==> src/rtl/hex_keypad_reader.sv <==
// Scans and debounces a 4x4 hex keypad, then shifts each accepted key into a
// 16-bit value (newest nibble in [3:0]) that drives the 7-segment display.
module hex_keypad_reader #(
    parameter int SCAN_DIV = 1000,
    parameter int DEBOUNCE = 20000
) (
    input  logic        clk,
    input  logic        clr_n,
    input  logic [3:0]  col_n,
    input  logic        clr_val,
    output logic [3:0]  row_n,
    output logic [3:0]  key_code,
    output logic        key_valid,
    output logic [15:0] val,
    output logic        write_en
);

    localparam int SW = (SCAN_DIV > 1) ? $clog2(SCAN_DIV) : 1;
    localparam int DW = (DEBOUNCE > 1) ? $clog2(DEBOUNCE) : 1;
    localparam logic [SW-1:0] SCAN_LAST = SW'(SCAN_DIV - 1);
    localparam logic [DW-1:0] DEB_LAST  = DW'(DEBOUNCE - 1);

    typedef enum logic [1:0] {
        S_SCAN,
        S_DEBOUNCE,
        S_HELD
    } state_t;

    state_t          state;
    state_t          next_state;
    logic [3:0]      col_meta;
    logic [3:0]      col_s;
    logic [SW-1:0]   scan_cnt;
    logic [DW-1:0]   deb_cnt;
    logic [1:0]      cand_row;
    logic [1:0]      cand_col;

    logic            slot_end;
    logic            single_zero;
    logic [1:0]      hit_col;
    logic [3:0]      cand_pat;
    logic            col_match;
    logic            col_idle;
    logic            deb_done;
    logic            capture;
    logic            accept;
    logic            advance_row;

    function automatic logic [3:0] key_map(input logic [1:0] r, input logic [1:0] c);
        case ({r, c})
            4'b00_00: key_map = 4'h1;
            4'b00_01: key_map = 4'h2;
            4'b00_10: key_map = 4'h3;
            4'b00_11: key_map = 4'hA;
            4'b01_00: key_map = 4'h4;
            4'b01_01: key_map = 4'h5;
            4'b01_10: key_map = 4'h6;
            4'b01_11: key_map = 4'hB;
            4'b10_00: key_map = 4'h7;
            4'b10_01: key_map = 4'h8;
            4'b10_10: key_map = 4'h9;
            4'b10_11: key_map = 4'hC;
            4'b11_00: key_map = 4'h0;
            4'b11_01: key_map = 4'hF;
            4'b11_10: key_map = 4'hE;
            default:  key_map = 4'hD;
        endcase
    endfunction

    function automatic logic [1:0] row_index(input logic [3:0] rn);
        case (rn)
            4'b1101: row_index = 2'd1;
            4'b1011: row_index = 2'd2;
            4'b0111: row_index = 2'd3;
            default: row_index = 2'd0;
        endcase
    endfunction

    // NOTE: non-blocking assignments keep the two flops a true shift chain.
    always_ff @(posedge clk or negedge clr_n) begin
        if (!clr_n) begin
            col_meta <= 4'b1111;
            col_s    <= 4'b1111;
        end else begin
            col_meta <= col_n;
            col_s    <= col_meta;
        end
    end

    // NOTE: every comb output gets a default first so no latch is inferred.
    always_comb begin
        single_zero = 1'b1;
        hit_col     = 2'd0;
        case (col_s)
            4'b1110: hit_col = 2'd0;
            4'b1101: hit_col = 2'd1;
            4'b1011: hit_col = 2'd2;
            4'b0111: hit_col = 2'd3;
            default: single_zero = 1'b0;
        endcase
    end

    assign slot_end  = (scan_cnt == SCAN_LAST);
    assign cand_pat  = ~(4'b0001 << cand_col);
    assign col_match = (col_s == cand_pat);
    assign col_idle  = (col_s == 4'b1111);
    assign deb_done  = (deb_cnt == DEB_LAST);

    always_ff @(posedge clk or negedge clr_n) begin
        if (!clr_n) state <= S_SCAN;
        else        state <= next_state;
    end

    always_comb begin
        next_state = state;
        case (state)
            S_SCAN: begin
                if (slot_end && single_zero) next_state = S_DEBOUNCE;
            end
            S_DEBOUNCE: begin
                if (!col_match)    next_state = S_SCAN;
                else if (deb_done) next_state = S_HELD;
            end
            S_HELD: begin
                if (col_idle && deb_done) next_state = S_SCAN;
            end
            default: next_state = S_SCAN;
        endcase
    end

    always_comb begin
        capture     = 1'b0;
        accept      = 1'b0;
        advance_row = 1'b0;
        case (state)
            S_SCAN: begin
                capture     = slot_end && single_zero;
                advance_row = slot_end && !single_zero;
            end
            S_DEBOUNCE: begin
                accept      = col_match && deb_done;
                advance_row = !col_match;
            end
            S_HELD: begin
                advance_row = col_idle && deb_done;
            end
            default: ;
        endcase
    end

    always_ff @(posedge clk or negedge clr_n) begin
        if (!clr_n) begin
            row_n    <= 4'b1110;
            scan_cnt <= '0;
            deb_cnt  <= '0;
            cand_row <= 2'd0;
            cand_col <= 2'd0;
        end else begin
            if (state == S_SCAN) scan_cnt <= slot_end ? '0 : scan_cnt + 1'b1;

            if (advance_row) row_n <= {row_n[2:0], row_n[3]};

            if (capture) begin
                cand_row <= row_index(row_n);
                cand_col <= hit_col;
            end

            // The same counter times the press in DEBOUNCE and the release in HELD.
            case (state)
                S_DEBOUNCE: deb_cnt <= (col_match && !deb_done) ? deb_cnt + 1'b1 : '0;
                S_HELD:     deb_cnt <= (col_idle  && !deb_done) ? deb_cnt + 1'b1 : '0;
                default:    deb_cnt <= '0;
            endcase
        end
    end

    // A clear request overrides the shift but never suppresses key reporting.
    always_ff @(posedge clk or negedge clr_n) begin
        if (!clr_n) begin
            key_code  <= 4'h0;
            key_valid <= 1'b0;
            val       <= 16'h0000;
            write_en  <= 1'b0;
        end else begin
            key_valid <= accept;
            write_en  <= accept || clr_val;
            if (accept) key_code <= key_map(cand_row, cand_col);
            if (clr_val)     val <= 16'h0000;
            else if (accept) val <= {val[11:0], key_map(cand_row, cand_col)};
        end
    end

    a_kv_has_we: assert property (@(posedge clk) disable iff (!clr_n) key_valid |-> write_en);
    a_row_onehot: assert property (@(posedge clk) disable iff (!clr_n) $onehot(~row_n));

endmodule

==> config.mk <==
export PLATFORM = sky130hd
export DESIGN_NAME = hex_keypad_reader
export DESIGN_NICKNAME = d
export VERILOG_FILES = /design/src/rtl/hex_keypad_reader.sv
export SDC_FILE = /design/constraint.sdc
export NUM_CORES = 1
export LEC_CHECK = 0
export ABC_AREA = 1
export CAP_MARGIN = 20
export CORE_MARGIN = 2
export CORE_UTILIZATION = 40
export CTS_CLUSTER_DIAMETER = 100
export CTS_CLUSTER_SIZE = 12
export DETAILED_ROUTE_END_ITERATION = 16
export GPL_TIMING_DRIVEN = 1
export PLACE_DENSITY = 0.72
export SYNTH_ARGS = -nofsm -noshare
export SYNTH_HDL_FRONTEND = slang
export SYNTH_SLANG_ARGS = --single-unit
==> constraint.sdc <==
create_clock -name clk -period 1.7 [get_ports clk]
set_clock_uncertainty 0.05 [all_clocks]
set_input_delay 0.17 -clock clk [delete_from_list [all_inputs] [get_ports clk]]
set_output_delay 0.17 -clock clk [all_outputs]
set_load 0.03 [all_outputs]
After elaboration in Yosys (flattened, before gate mapping)
Memories as Yosys holds them, arrays and structs flattened. A register that Yosys moved wholly into a read port is not among the register bits.
Index checks and enable logic that the tools add are counted.
{ "totals": {"regBits": 61, "romBits": 128, "in_bits": 7, "elab_cells": 65, "n_memories": 2} }
{ "classes": {"add_sub_neg": 2, "n_eq_ne": 16, "n_shift": 1, "muxes": 17, "bitwise_logic": 1, "n_reduce_logical": 15} }
{ "mem_list": {"columns": ["name", "depth", "width", "read_ports", "rd_clocked_by_memory_dff", "wr", "line_no", "rtl"], "rows": [
  ["(name not given)", 16, 4, 1, 1, 0, "50", "case ({r, c})"],
  ["(name not given)", 16, 4, 1, 0, 0, "50", null]
]} }
{ "ops": {"columns": ["operator", "count"], "rows": [
  ["$mux 16", 2],
  ["$mux 15", 2],
  ["$pmux 15 s2", 1],
  ["$eq 4x4->1 const B", 6],
  ["$pmux 2 s3", 3],
  ["$add 15x1->15 const B", 1],
  ["$eq 15x15->1 const B", 1],
  ["$add 10x1->10 const B", 1],
  ["$eq 10x10->1 const B", 1],
  ["$mux 10", 1],
  ["$eq 4x3->1 const B", 2],
  ["$mux 2", 4],
  ["$logic_and 1x1->1", 6],
  ["$eq 4x4->1", 1],
  ["$logic_not 1->1", 4],
  ["$ne 2x2->1 const B", 2],
  ["$not 4->4", 1],
  ["$reduce_or 4->1", 1],
  ["$shl 1x2->4 const A", 1],
  ["$mux 1", 3],
  ["$ne 3x3->1 const B", 1],
  ["$pmux 1 s3", 1],
  ["$reduce_and 3->1", 1],
  ["$eq 2x1->1 const B", 1],
  ["4 further kinds", 4]
]} }

Depth between registers and ports, before layout
{ "depth": {"word_depth": 7, "depth_mapped": 13} }

Least setup slack after synthesis
No wires, ideal clock.
{ "synth_path": {"path_kind": "flip-flop to flip-flop", "from": "register cand_col[0]", "to": "register val[0]", "arrival_ns": 1.507, "setup_slack_ns": 0.025, "path_stages_with_launch": 13, "n_path_buf": 1, "period_less_slack_ns": 1.675, "path_cell_list": "dfrtp_1 -> inv_1 -> ha_1 -> inv_2 -> nand2_1 -> nand2_1 -> nor2_1 -> nand2_1 -> nor2_4 -> nand2_4 -> buf_2 -> nand3_1 -> nand2_1"} }
{ "synth_via": {"elab_chain_cells": 6, "elab_cells_between_ends": 9, "cone_classes": "1 x eq/ne; 1 x shift; 3 x mux; 1 x bitwise; 2 x reduce/logical; 1 x memory"} }
{ "synth_rtl": {"columns": ["item", "line_no", "rtl"], "rows": [
  ["start: declaration", "36", "logic [1:0] cand_col;"],
  ["start signal: assignment", "165", "cand_col <= hit_col;"],
  ["branches (longest 6 deep; another with $mem_v2 16x4)", null, null],
  ["end signal: assignment", "189", "else if (accept) val <= {val[11:0], key_map(cand_row, cand_col)};"],
  ["end: declaration", "14", "output logic [15:0] val,"]
]} }
Several ways; the timed one is not identified. The select of a mux whose other input is x is not followed.
A chain may end at the register's enable or synchronous reset.

Worst setup path after layout
{ "layout_path": {"from": "register cand_col[1]", "to": "register val[3]"} }
The elaborated chain is that of the path after synthesis.

==> impl_metrics.env <==
export IMPL_worst_pin_slew_ns=0.4766
export IMPL_diodes=0
export IMPL_drive_above_1_share_pct=23.80
export IMPL_cts_reportedPaths_clkPinSlew_ns=0.07
export IMPL_dpl_worst_slack_ns=-0.1439
export IMPL_synth_top_family_by_area="simple AND/OR/NAND/NOR gates"
export IMPL_gp_congestion=0.9558
export IMPL_grtUsageTotal_pct=17.44
export IMPL_synth_cells=409
export IMPL_hp_class="input pin to flop"
export IMPL_initial_core_util_pct=40.67
export IMPL_p_leak_nw=2.140
export IMPL_synthTopCellsByArea="dfrtp_1 (41%), nand2_1 (14%), dfstp_2 (8.7%), nand3_1 (6.1%), nor2_1 (5.1%)"
export IMPL_area_delta_synth_final_pct=34.87
export IMPL_yosysMostFrequentCell="nand2_1"
export IMPL_endpoint_kind="flop"
export IMPL_rsz0062_at_grt="true"
export IMPL_numCtsBuffers=9
export IMPL_wl_per_cell_um=12.69
export IMPL_synth_largest_area_cell="dfrtp_1"
export IMPL_antenna_found_initial=0
export IMPL_p_per_area_nw_per_um2=767.2
export IMPL_syn_area_per_cell_sq_um=8.088
export IMPL_first_pass_iters=4
export IMPL_synthMuxAreaShare_pct=0
export IMPL_cts_tree="built"
export IMPL_yosysUniqueCellTypes=31
export IMPL_rows=33
export IMPL_ys_async_sr_fraction_pct=100.0
export IMPL_synth_top_cells_by_count="nand2_1 (122), dfrtp_1 (54), nor2_1 (45)"
export IMPL_path_class="flop to flop"
export IMPL_htree_levels=3
export IMPL_setup_viol=25
export IMPL_final_min_clock_period_ns=1.795
export IMPL_maxCapViolCount=0
export IMPL_synth_simple_area_share_pct=31.88
export IMPL_grt_first_pass_wirelength_um=12360
export IMPL_ioPinCount=33
export IMPL_syn_area_sq_um=3308
export IMPL_synth_fa_ha_area_share_pct=4.160
export IMPL_die_x_um=94.94
export IMPL_hold_slack_ns=0.1960
export IMPL_status="finished with violations"
export IMPL_dp_final_hpwl_um=5076
export IMPL_fin_cells=584
export IMPL_synthXorXnorAreaFrac_pct=3.971
export IMPL_cts_buffer_depth=2
export IMPL_via_count=2874
export IMPL_crit_required_ns=1.92
export IMPL_root_buffer="clkbuf_8"
export IMPL_drc=0
export IMPL_worst_slack_ns=-0.09546
export IMPL_fin_crit_sh_pct=105.6
export IMPL_utilization_pct=54.85
export IMPL_nNetsFinal=492
export IMPL_ys_ff_latch=65
export IMPL_ys_warn_count=0
export IMPL_synthFlopType="dfrtp_1"
export IMPL_core_area_sq_um=8134
export IMPL_synth_top_area_share_pct=40.85
export IMPL_start_kind="flop"
export IMPL_arrival_ns=2.01
export IMPL_gr_total_overflow=0
export IMPL_vias_per_cell=4.921
export IMPL_violations="negative setup slack"
export IMPL_synth_fp_nets=427
export IMPL_synth_edff_count=0
export IMPL_drtIter0Drc=183
export IMPL_dpl_cell_count=559
export IMPL_slew_headroom_pct=68.23
export IMPL_clock_latency_ns=0.33
export IMPL_synth_compound_area_share_pct=3.933
export IMPL_clock_sinks=65
export IMPL_ir_worst_vdd_v=0.0004139
export IMPL_fillers=713
export IMPL_grt_max_degree=26
export IMPL_wl_um=7409
export IMPL_grt_pass1_vias=2773
export IMPL_crit_fanout=7
export IMPL_ant_nets=0
export IMPL_fmax_mhz=557.0
export IMPL_drv_slew=0
export IMPL_finalHoldViolations=0
export IMPL_die_h_um=94.94
export IMPL_setup_tns_ns=-1.387
export IMPL_dieArea_sq_um=9014
export IMPL_portBuffers=32
export IMPL_yosysSeqAreaShare_pct=49.58
==> worst max-delay path, stage by stage, from the launching register on <==
cell and delay [ns]:
dfrtp_2 0.48, inv_4 0.11, ha_4 0.15, inv_2 0.05, nand2_1 0.06, nand2_1 0.05, nor2_1 0.08, nand2_1 0.10
nor2_4 0.12, nand2_4 0.13, buf_8 0.17, nand2_4 0.05, nand2_2 0.05, nand2_1 0.07
==> per-stage QoR <==
step	area (sq um)	power, mW
floorplan	3308	1.632
global placement	3889	1.698
detailed placement	3889	1.701
CTS	4344	3.440
global route	4462	3.535
finish	4462	3.423
==> final cells by class <==
| class | instances | area [sq um] | share of cell area, % |
|---|---|---|---|
| clock buffers | 9 | 123.9 | 2.776 |
| clock inverters | 7 | 142.6 | 3.197 |
| inverters | 46 | 180.2 | 4.038 |
| multi-input cells | 292 | 1658 | 37.16 |
| flip-flops and latches | 65 | 1643 | 36.82 |
| well taps | 105 | 131.4 | 2.944 |
| repair buffers | 60 | 583.1 | 13.07 |
==> path summary, 6_finish.rpt <==
kind	start	to	slack (ns)	depth (start not counted)
worst min register to register	col_meta[1]	col_s[1]	0.31	0
min in group asynchronous	clr_n	val[12]	0.28	2
max in group asynchronous	clr_n	row_n[1]	0.74	3
worst min-delay path	col_n[0]	col_meta[0]	0.20	1
worst max register to register	cand_col[1]	val[3]	-0.1	13
worst max-delay path	cand_col[1]	val[3]	-0.1	13
==> placed cells by master, fill, tap and decap left out, types with 11 or more instances in the layout <==
cell / synthesis / routed
nand3_2: 2 / 14
dfstp_2: 11 / 11
nand3_1: 40 / 27
inv_1: 41 / 35
nand2_1: 122 / 112
clkdlybuf4s50_1: 0 / 25
xor2_1: 12 / 12
buf_4: 1 / 19
dfrtp_1: 54 / 52
nand2_2: 4 / 11
nor2_1: 45 / 43
o21ai_0: 15 / 15
==> power by group <==
part / internal, mW / leakage [nW] / switching (mW) / total, mW
sequential: 1.56 / 0.850 / 0.00851 / 1.57
combinational: 0.0367 / 1.16 / 0.0709 / 0.108
clock: 1.13 / 0.133 / 0.617 / 1.74
==> metal layers <==
layer	vias to the layer above	wire [um]	part of all wire [%]	track usage, %
met5	-	0	0	0
met4	0	119	1.6	5.676
met3	12	236	3.2	3.751
met2	62	3701	50	30.32
met1	1370	3351	45	21.52
li1	1430	-	-	-
==> sequential cells by signal, indices dropped and copies added (netlist names) <==
name	cells
cand_col	2
cand_row	2
col_meta	4
col_s	4
deb_cnt	15
key_code	4
key_valid	1
row_n	4
scan_cnt	10
state	2
val	16
write_en	1
==> logic make-up (layout without fill, tap and decap cells) <==
group,count (synthesis),in the layout
xor+xnor,15,15
buf+inv,53,122
simple gates,241,242
flops,65,65
compound gates,24,24
fa+ha+maj,11,11
==> repair_timing <==
item	4_1_cts	5_1_grt
endpoints found under the setup margin	45	50
endpoints found under the hold margin	17	0
cloned	2	0
gates resized for setup	41	27
pin swaps	20	25
hold buffers	1	0
buffers inserted	3	3
(Power assumes the default switching activity.)
